$ cat config.mk
export PLATFORM = sky130hd
export DESIGN_NAME = serial_rx_param
export DESIGN_NICKNAME = d
export VERILOG_FILES = /design/src/rtl/serial_rx_param.sv
export SDC_FILE = /design/constraint.sdc
export NUM_CORES = 1
export LEC_CHECK = 0
export BUFFER_PORTS_ARGS = -buffer_cell sky130_fd_sc_hd__buf_4
export CAP_MARGIN = 20
export CORE_MARGIN = 2
export CORE_UTILIZATION = 50
export CTS_CLUSTER_SIZE = 28
export DETAILED_ROUTE_END_ITERATION = 6
export PLACE_DENSITY = 0.8
export SLEW_MARGIN = 15
export SYNTH_ARGS = -nofsm -noshare
export SYNTH_HDL_FRONTEND = slang
export SYNTH_SLANG_ARGS = --single-unit
$ cat constraint.sdc
create_clock -name clk -period 2.75 [get_ports clk]
set_clock_uncertainty 0.05 [all_clocks]
set_input_delay 0.275 -clock clk [delete_from_list [all_inputs] [get_ports clk]]
set_output_delay 0.275 -clock clk [all_outputs]
set_load 0.01 [all_outputs]
$ cat src/rtl/serial_rx_param.sv
// Oversampling asynchronous serial receiver with majority-vote bit windows, parity/stop checking
// and an output FIFO. Define SERIAL_RX_BREAK_EN to add line-break detection (line_break, BRK_WAIT).
module serial_rx_param #(
  parameter int DATA_BITS   = 8,
  parameter int OVERSAMPLE  = 8,
  parameter int PARITY_MODE = 1,
  parameter int STOP_BITS   = 1,
  parameter int FIFO_DEPTH  = 4
) (
  input  logic                                clk,
  input  logic                                rst,
  input  logic                                sample_en,
  input  logic                                serial,
  output logic [DATA_BITS-1:0]                msg_data,
  output logic                                msg_valid,
  input  logic                                msg_ready,
  output logic                                parity_err,
  output logic                                frame_err,
  output logic                                overrun,
  output logic [$clog2(FIFO_DEPTH+1)-1:0]     fifo_level
`ifdef SERIAL_RX_BREAK_EN
  ,
  output logic                                line_break
`endif
);

  localparam int TW = $clog2(OVERSAMPLE);
  localparam int HW = $clog2(OVERSAMPLE + 1);
  localparam int PW = $clog2(FIFO_DEPTH);
  localparam int LW = $clog2(FIFO_DEPTH + 1);
  localparam logic [TW-1:0] TICK_LAST = TW'(OVERSAMPLE - 1);
  localparam logic [HW:0]   OS_CMP    = (HW+1)'(OVERSAMPLE);
  localparam logic [3:0]    DATA_LAST = 4'(DATA_BITS - 1);
  localparam logic [3:0]    STOP_LAST = 4'(STOP_BITS - 1);
  localparam logic          ODD       = (PARITY_MODE == 2);

  typedef enum logic [2:0] {
    IDLE     = 3'd0,
    START    = 3'd1,
    DATA     = 3'd2,
    PARITY   = 3'd3,
    STOP     = 3'd4
`ifdef SERIAL_RX_BREAK_EN
    ,
    BRK_WAIT = 3'd5
`endif
  } state_t;

  logic                 sync1_q, sync2_q;
  state_t               state_q, state_d;
  logic [TW-1:0]        tick_q, tick_d;
  logic [HW-1:0]        high_q, high_d, h_new;
  logic [HW:0]          h2;
  logic [3:0]           bit_q, bit_d;
  logic                 par_drop_q, par_drop_d, stop_bad_q, stop_bad_d;
  logic [DATA_BITS-1:0] shift_q, shift_d;
  logic [DATA_BITS-1:0] mem_q [FIFO_DEPTH];
  logic [DATA_BITS-1:0] mem_d [FIFO_DEPTH];
  logic [PW-1:0]        wr_ptr_q, wr_ptr_d, rd_ptr_q, rd_ptr_d;
  logic [LW-1:0]        level_q, level_d;
  logic                 pe_q, pe_d, fe_q, fe_d, ov_q, ov_d;
  logic                 serial_s, in_win, win_end, bit_val, push, pop, full;
`ifdef SERIAL_RX_BREAK_EN
  logic                 first_low_q, first_low_d, lb_q, lb_d, brk;
`endif

  assign serial_s   = sync2_q;
  assign msg_valid  = (level_q != '0);
  assign msg_data   = msg_valid ? mem_q[rd_ptr_q] : '0;
  assign fifo_level = level_q;
  assign parity_err = pe_q;
  assign frame_err  = fe_q;
  assign overrun    = ov_q;
`ifdef SERIAL_RX_BREAK_EN
  assign line_break = lb_q;
`endif

  always_comb begin
    state_d    = state_q;
    tick_d     = tick_q;
    high_d     = high_q;
    bit_d      = bit_q;
    par_drop_d = par_drop_q;
    stop_bad_d = stop_bad_q;
    shift_d    = shift_q;
    pe_d       = 1'b0;
    fe_d       = 1'b0;
    ov_d       = 1'b0;
    push       = 1'b0;
`ifdef SERIAL_RX_BREAK_EN
    first_low_d = first_low_q;
    lb_d        = 1'b0;
    brk         = 1'b0;
`endif
    pop     = msg_valid & msg_ready;
    full    = (level_q == LW'(FIFO_DEPTH));
    in_win  = (state_q == START) || (state_q == DATA) || (state_q == PARITY) || (state_q == STOP);
    h_new   = high_q + HW'(serial_s);
    h2      = {h_new, 1'b0};
    // Majority vote over the window; a tie counts as a 1.
    bit_val = (h2 >= OS_CMP);
    win_end = sample_en && in_win && (tick_q == TICK_LAST);

    if (sample_en && in_win) begin
      if (tick_q == TICK_LAST) begin
        tick_d = '0;
        high_d = '0;
      end else begin
        tick_d = tick_q + TW'(1);
        high_d = h_new;
      end
    end

    case (state_q)
      IDLE: if (sample_en && !serial_s) begin
        state_d    = START;
        tick_d     = '0;
        high_d     = '0;
        bit_d      = '0;
        par_drop_d = 1'b0;
        stop_bad_d = 1'b0;
      end
      START: if (win_end) state_d = bit_val ? IDLE : DATA;
      DATA: if (win_end) begin
        shift_d = {bit_val, shift_q[DATA_BITS-1:1]};
        if (bit_q == DATA_LAST) begin
          bit_d   = '0;
          state_d = (PARITY_MODE != 0) ? PARITY : STOP;
        end else begin
          bit_d = bit_q + 4'd1;
        end
      end
      PARITY: if (win_end) begin
        if ((^shift_q ^ bit_val) != ODD) par_drop_d = 1'b1;
        state_d = STOP;
      end
      STOP: if (win_end) begin
        if (!bit_val) stop_bad_d = 1'b1;
`ifdef SERIAL_RX_BREAK_EN
        if (bit_q == 4'd0) first_low_d = !bit_val;
`endif
        if (bit_q == STOP_LAST) begin
          bit_d   = '0;
          state_d = IDLE;
          // Exactly one outcome per frame, highest priority first.
`ifdef SERIAL_RX_BREAK_EN
          brk = (shift_q == '0) && ((bit_q == 4'd0) ? !bit_val : first_low_q);
          if (brk) begin
            lb_d    = 1'b1;
            state_d = BRK_WAIT;
          end else
`endif
          if (stop_bad_q || !bit_val) fe_d = 1'b1;
          else if (par_drop_q)        pe_d = 1'b1;
          else if (full && !pop)      ov_d = 1'b1;
          else                        push = 1'b1;
        end else begin
          bit_d = bit_q + 4'd1;
        end
      end
`ifdef SERIAL_RX_BREAK_EN
      BRK_WAIT: if (sample_en && serial_s) state_d = IDLE;
`endif
      default: begin
        state_d    = IDLE;
        tick_d     = '0;
        high_d     = '0;
        bit_d      = '0;
        par_drop_d = 1'b0;
        stop_bad_d = 1'b0;
      end
    endcase

    // A push while full is legal only because the head leaves on this same edge.
    mem_d    = mem_q;
    wr_ptr_d = wr_ptr_q;
    rd_ptr_d = rd_ptr_q;
    if (push) begin
      mem_d[wr_ptr_q] = shift_q;
      wr_ptr_d        = wr_ptr_q + PW'(1);
    end
    if (pop) rd_ptr_d = rd_ptr_q + PW'(1);
    level_d = level_q + LW'(push) - LW'(pop);
  end

  always_ff @(posedge clk or posedge rst) begin
    if (rst) begin
      sync1_q    <= 1'b1;
      sync2_q    <= 1'b1;
      state_q    <= IDLE;
      tick_q     <= '0;
      high_q     <= '0;
      bit_q      <= '0;
      par_drop_q <= 1'b0;
      stop_bad_q <= 1'b0;
      wr_ptr_q   <= '0;
      rd_ptr_q   <= '0;
      level_q    <= '0;
      pe_q       <= 1'b0;
      fe_q       <= 1'b0;
      ov_q       <= 1'b0;
`ifdef SERIAL_RX_BREAK_EN
      first_low_q <= 1'b0;
      lb_q        <= 1'b0;
`endif
    end else begin
      sync1_q    <= serial;
      sync2_q    <= sync1_q;
      state_q    <= state_d;
      tick_q     <= tick_d;
      high_q     <= high_d;
      bit_q      <= bit_d;
      par_drop_q <= par_drop_d;
      stop_bad_q <= stop_bad_d;
      wr_ptr_q   <= wr_ptr_d;
      rd_ptr_q   <= rd_ptr_d;
      level_q    <= level_d;
      pe_q       <= pe_d;
      fe_q       <= fe_d;
      ov_q       <= ov_d;
`ifdef SERIAL_RX_BREAK_EN
      first_low_q <= first_low_d;
      lb_q        <= lb_d;
`endif
    end
  end

  // Datapath storage carries no reset; the output is gated by msg_valid.
  always_ff @(posedge clk) begin
    shift_q <= shift_d;
    mem_q   <= mem_d;
  end

endmodule

==> results.md <==
- Status: finished clean
- CP endpoint kind: flip-flop
- Post-synth EDFFs: 40
- Peak supply drop: 0.5224 mV
- Clock Sinks: 68
- CORE AREA: 5991 um2
- Post-Place Setup Slack: -2.888 ps
- Layout Cells excl Fill: 343
- Root Driver: clkbuf_8
- Area share of and/or/nand/nor cells after synthesis: 0.1190
- Num CTS Buffers: 9
- Die width: 83.02 um
- I/O Pins: 20
- Slew HR: 0.5937
- Setup CP Type: flip-flop to flip-flop
- CP arrival: 2800 ps
- Clock network power share: 0.253
- Post-route ant nets: 0
- Mean post-synth cell area: 13.87 um2
- Reg power frac: 0.438
- Gr usage total: 0.1640
- Die Y: 83.02 um
- Vias in the first global route: 1908
- Type of the worst min-delay path: input port to flip-flop
- Startpoint type of the worst setup path: flip-flop
- Final Setup Violations: 0
- Port Buffers: 19
- Layout Nets: 281
- TritonCTS clock tree: yes
- Part of the cycle the worst path needs: 0.9512
- Initial antenna violation count: 0
- Area grow syn2layout: 17.19%
- Compound-cell area share of the yosys netlist: 0.06774
- Clk pin slew, worst setup/hold paths: 80 ps
- Main combinational cell family by area after synthesis: simple AND/OR/NAND/NOR gates
- Combinational power share: 0.309
- Overflow after GRT: 0
- Placed insts: 323
- Dpl hpwl: 3.526 mm
- Switching share of total power: 0.3118
- Final Hold Fails: 0
- DRT iter0 DRCs: 90
- CTS H-tree depth: 3
- Yosys Warn Count: 0
- Max Slew Vio Count: 0
- Antenna Cells: 0
- Asr flop ratio synth: 0.4118
- Share of layout cells above drive strength 1: 0.2612
- First-pass GRT wire length: 8.818 mm
- Row cnt: 28
- Clk_lat worst skew: 340 ps
- Ys flop type: edfxtp_1
- Synthesized area: 3122 um2
- Largest net degree at the start of global routing: 29
- Fillers: 455
- Final wirelength: 5.130 mm
- Maxcap violations: 0
- Starting Density: 0.5211
- Psw: 0.0009970 W
- Final setup margin: 134.3 ps
- Pint: 0.002200 W
- Actual slew at the worst max-slew pin: 609.5 ps
- Synth cell types: 47
- Required time worst endpoint: 2940 ps
- Post-route minimum period: 2616 ps
- Syn_nets: 243
- FMAX: 0.3823 GHz
- Residual DRC count: 0
- RD Place Congestion: 0.7810
- Leakage: 1.458 nW
- Area of the die: 6891 um2
- DRT Pass-1 Iters: 4
- Clk buf depth: 2
- Sequential fraction of the synthesis area: 0.6100
- Synth Area in Adders: 0.05451
- Critical path peak fanout: 4
- Multiplexer area fraction after synthesis: 0.07094
- Vias/cell: 5.265
- Routed WL per cell: 14.96 um
- Post-synthesis xor/xnor area fraction: 0.04770
- Power density over cell area: 873.8 nW/um2
- Vias post-DR: 1806
- Number of synthesized register bits: 68
- Synth Instances: 225
[final timing paths]
check / startpoint / end / slack, ps / depth (start not counted)
worst max-delay path: high_q[0] / fifo_level[2] / 130 / 12
worst min-delay path: msg_ready / overrun / 170 / 3
worst max register to register: high_q[0] / fifo_level[2] / 130 / 12
worst min register to register: sync1_q / serial_s / 310 / 0
max in group asynchronous: rst / serial_s / 1830 / 4
min in group asynchronous: rst / stop_bad_q / 500 / 4
[cell usage after synthesis (2+ instances only)]
| library cell | count | share of area |
|---|---|---|
| edfxtp_1 | 40 | 0.38 |
| dfrtp_1 | 26 | 0.21 |
| and2_1 | 13 | 0.026 |
| inv_1 | 13 | 0.016 |
| nand2_1 | 13 | 0.016 |
| ha_1 | 12 | 0.048 |
| nor2_1 | 11 | 0.013 |
| xnor2_1 | 11 | 0.031 |
| a21oi_1 | 8 | 0.013 |
| mux4_2 | 8 | 0.058 |
| o21ai_0 | 6 | 0.0096 |
| xor2_1 | 6 | 0.017 |
| nand3_1 | 5 | 0.0080 |
| nor3_1 | 4 | 0.0064 |
| a22o_1 | 3 | 0.0084 |
| buf_2 | 3 | 0.0048 |
| clkbuf_1 | 3 | 0.0036 |
| mux2i_1 | 3 | 0.0096 |
| nand3b_1 | 3 | 0.0072 |
| a21boi_0 | 2 | 0.0048 |
| a21o_1 | 2 | 0.0048 |
| dfstp_2 | 2 | 0.017 |
| nand2b_1 | 2 | 0.0040 |
| nand4_1 | 2 | 0.0040 |
| or3_1 | 2 | 0.0040 |
[cell families after synthesis]
family                   after synthesis
multiplexers                          12
AND/OR/NAND/NOR                       65
XOR/XNOR                              17
buffers and inverters                 21
AO/OA/AOI/OAI                         29
adder cells (fa/ha/maj)               13
flip-flops                            68
[routing by layer]
layer,GRT usage,wire [um]
met4,0.09091,142
met3,0.03777,172
met5,0,0
met1,0.1925,2236
met2,0.2779,2580
[cell usage in the layout, fill, tap and decap left out, types with 3 or more instances in the layout]
master | netlist | final
and2_1 | 13 | 13
edfxtp_1 | 40 | 40
inv_1 | 13 | 13
a22o_1 | 3 | 3
nand2_1 | 13 | 13
mux4_2 | 8 | 8
xor2_1 | 6 | 6
mux2i_1 | 3 | 3
nor3_1 | 4 | 4
nor2_1 | 11 | 11
xnor2_1 | 11 | 11
dfrtp_1 | 26 | 26
buf_4 | 1 | 33
nand3b_1 | 3 | 3
nand3_1 | 5 | 5
clkinvlp_4 | 0 | 3
clkbuf_8 | 0 | 9
a21oi_1 | 8 | 7
ha_1 | 12 | 10
o21ai_0 | 6 | 6
[power groups by stage]
stage / Sequential [W] / Clock [W] / Combinational (W)
6_report: 0.00140 / 0.000809 / 0.000987
5_1_grt: 0.00143 / 0.000874 / 0.00111
4_1_cts: 0.00140 / 0.000834 / 0.000972
3_5_place_dp: 0.00142 / 0 / 0.000964
3_3_place_gp: 0.00141 / 0 / 0.000930
2_1_floorplan: 0.00134 / 0 / 0.000694
[registers in the layout (all words and copies together), names as in the netlist, 3 cells and up]
register / cells
bit_q: 4
fifo_level: 3
high_q: 4
mem_q: 32
shift_q: 8
state_q: 3
tick_q: 3
[cell type report]
type,instances,area (um2),share of cell area
well taps,75,93.84,0.02565
multi-input cells,136,1145,0.3129
clock inverters,7,75.07,0.02052
clock buffers,9,123.9,0.03386
repair buffers,35,267.8,0.07319
flip-flops and latches,68,1904,0.5205
inverters,13,48.80,0.01334
[critical path, stage by stage (launching register included)]
cell      delay (ps)
dfrtp_1          410
ha_4             180
ha_2             190
a21boi_1         150
a21oi_2          160
o22ai_2          120
nor3_4           200
inv_1             60
ha_1             270
inv_1             30
ha_1             180
fa_1             380
xnor2_1          130
[through the flow]
stage / hold slack [ps] / util / TNS (ps) / cell area [um2] / total power, W
after floorplan: 229.5 / - / 0 / 3122 / 0.002034
after global placement: 298.2 / 0.5681 / 0 / 3403 / 0.002340
after detailed placement: 303.4 / 0.5681 / -2.888 / 3403 / 0.002387
after CTS: 162.9 / 0.6051 / 0 / 3625 / 0.003208
after global routing: 191.4 / 0.6107 / -5.330 / 3659 / 0.003406
final: 173.5 / 0.6107 / 0 / 3659 / 0.003197
[repair_timing]
action	in CTS	in global routing
gates resized for setup	1	5
hold buffers	2	0
setup endpoints to repair	1	2
endpoints found under the hold margin	27	0
setup buffers	0	2
No activity file was read; power rests on OpenSTA's default activity.
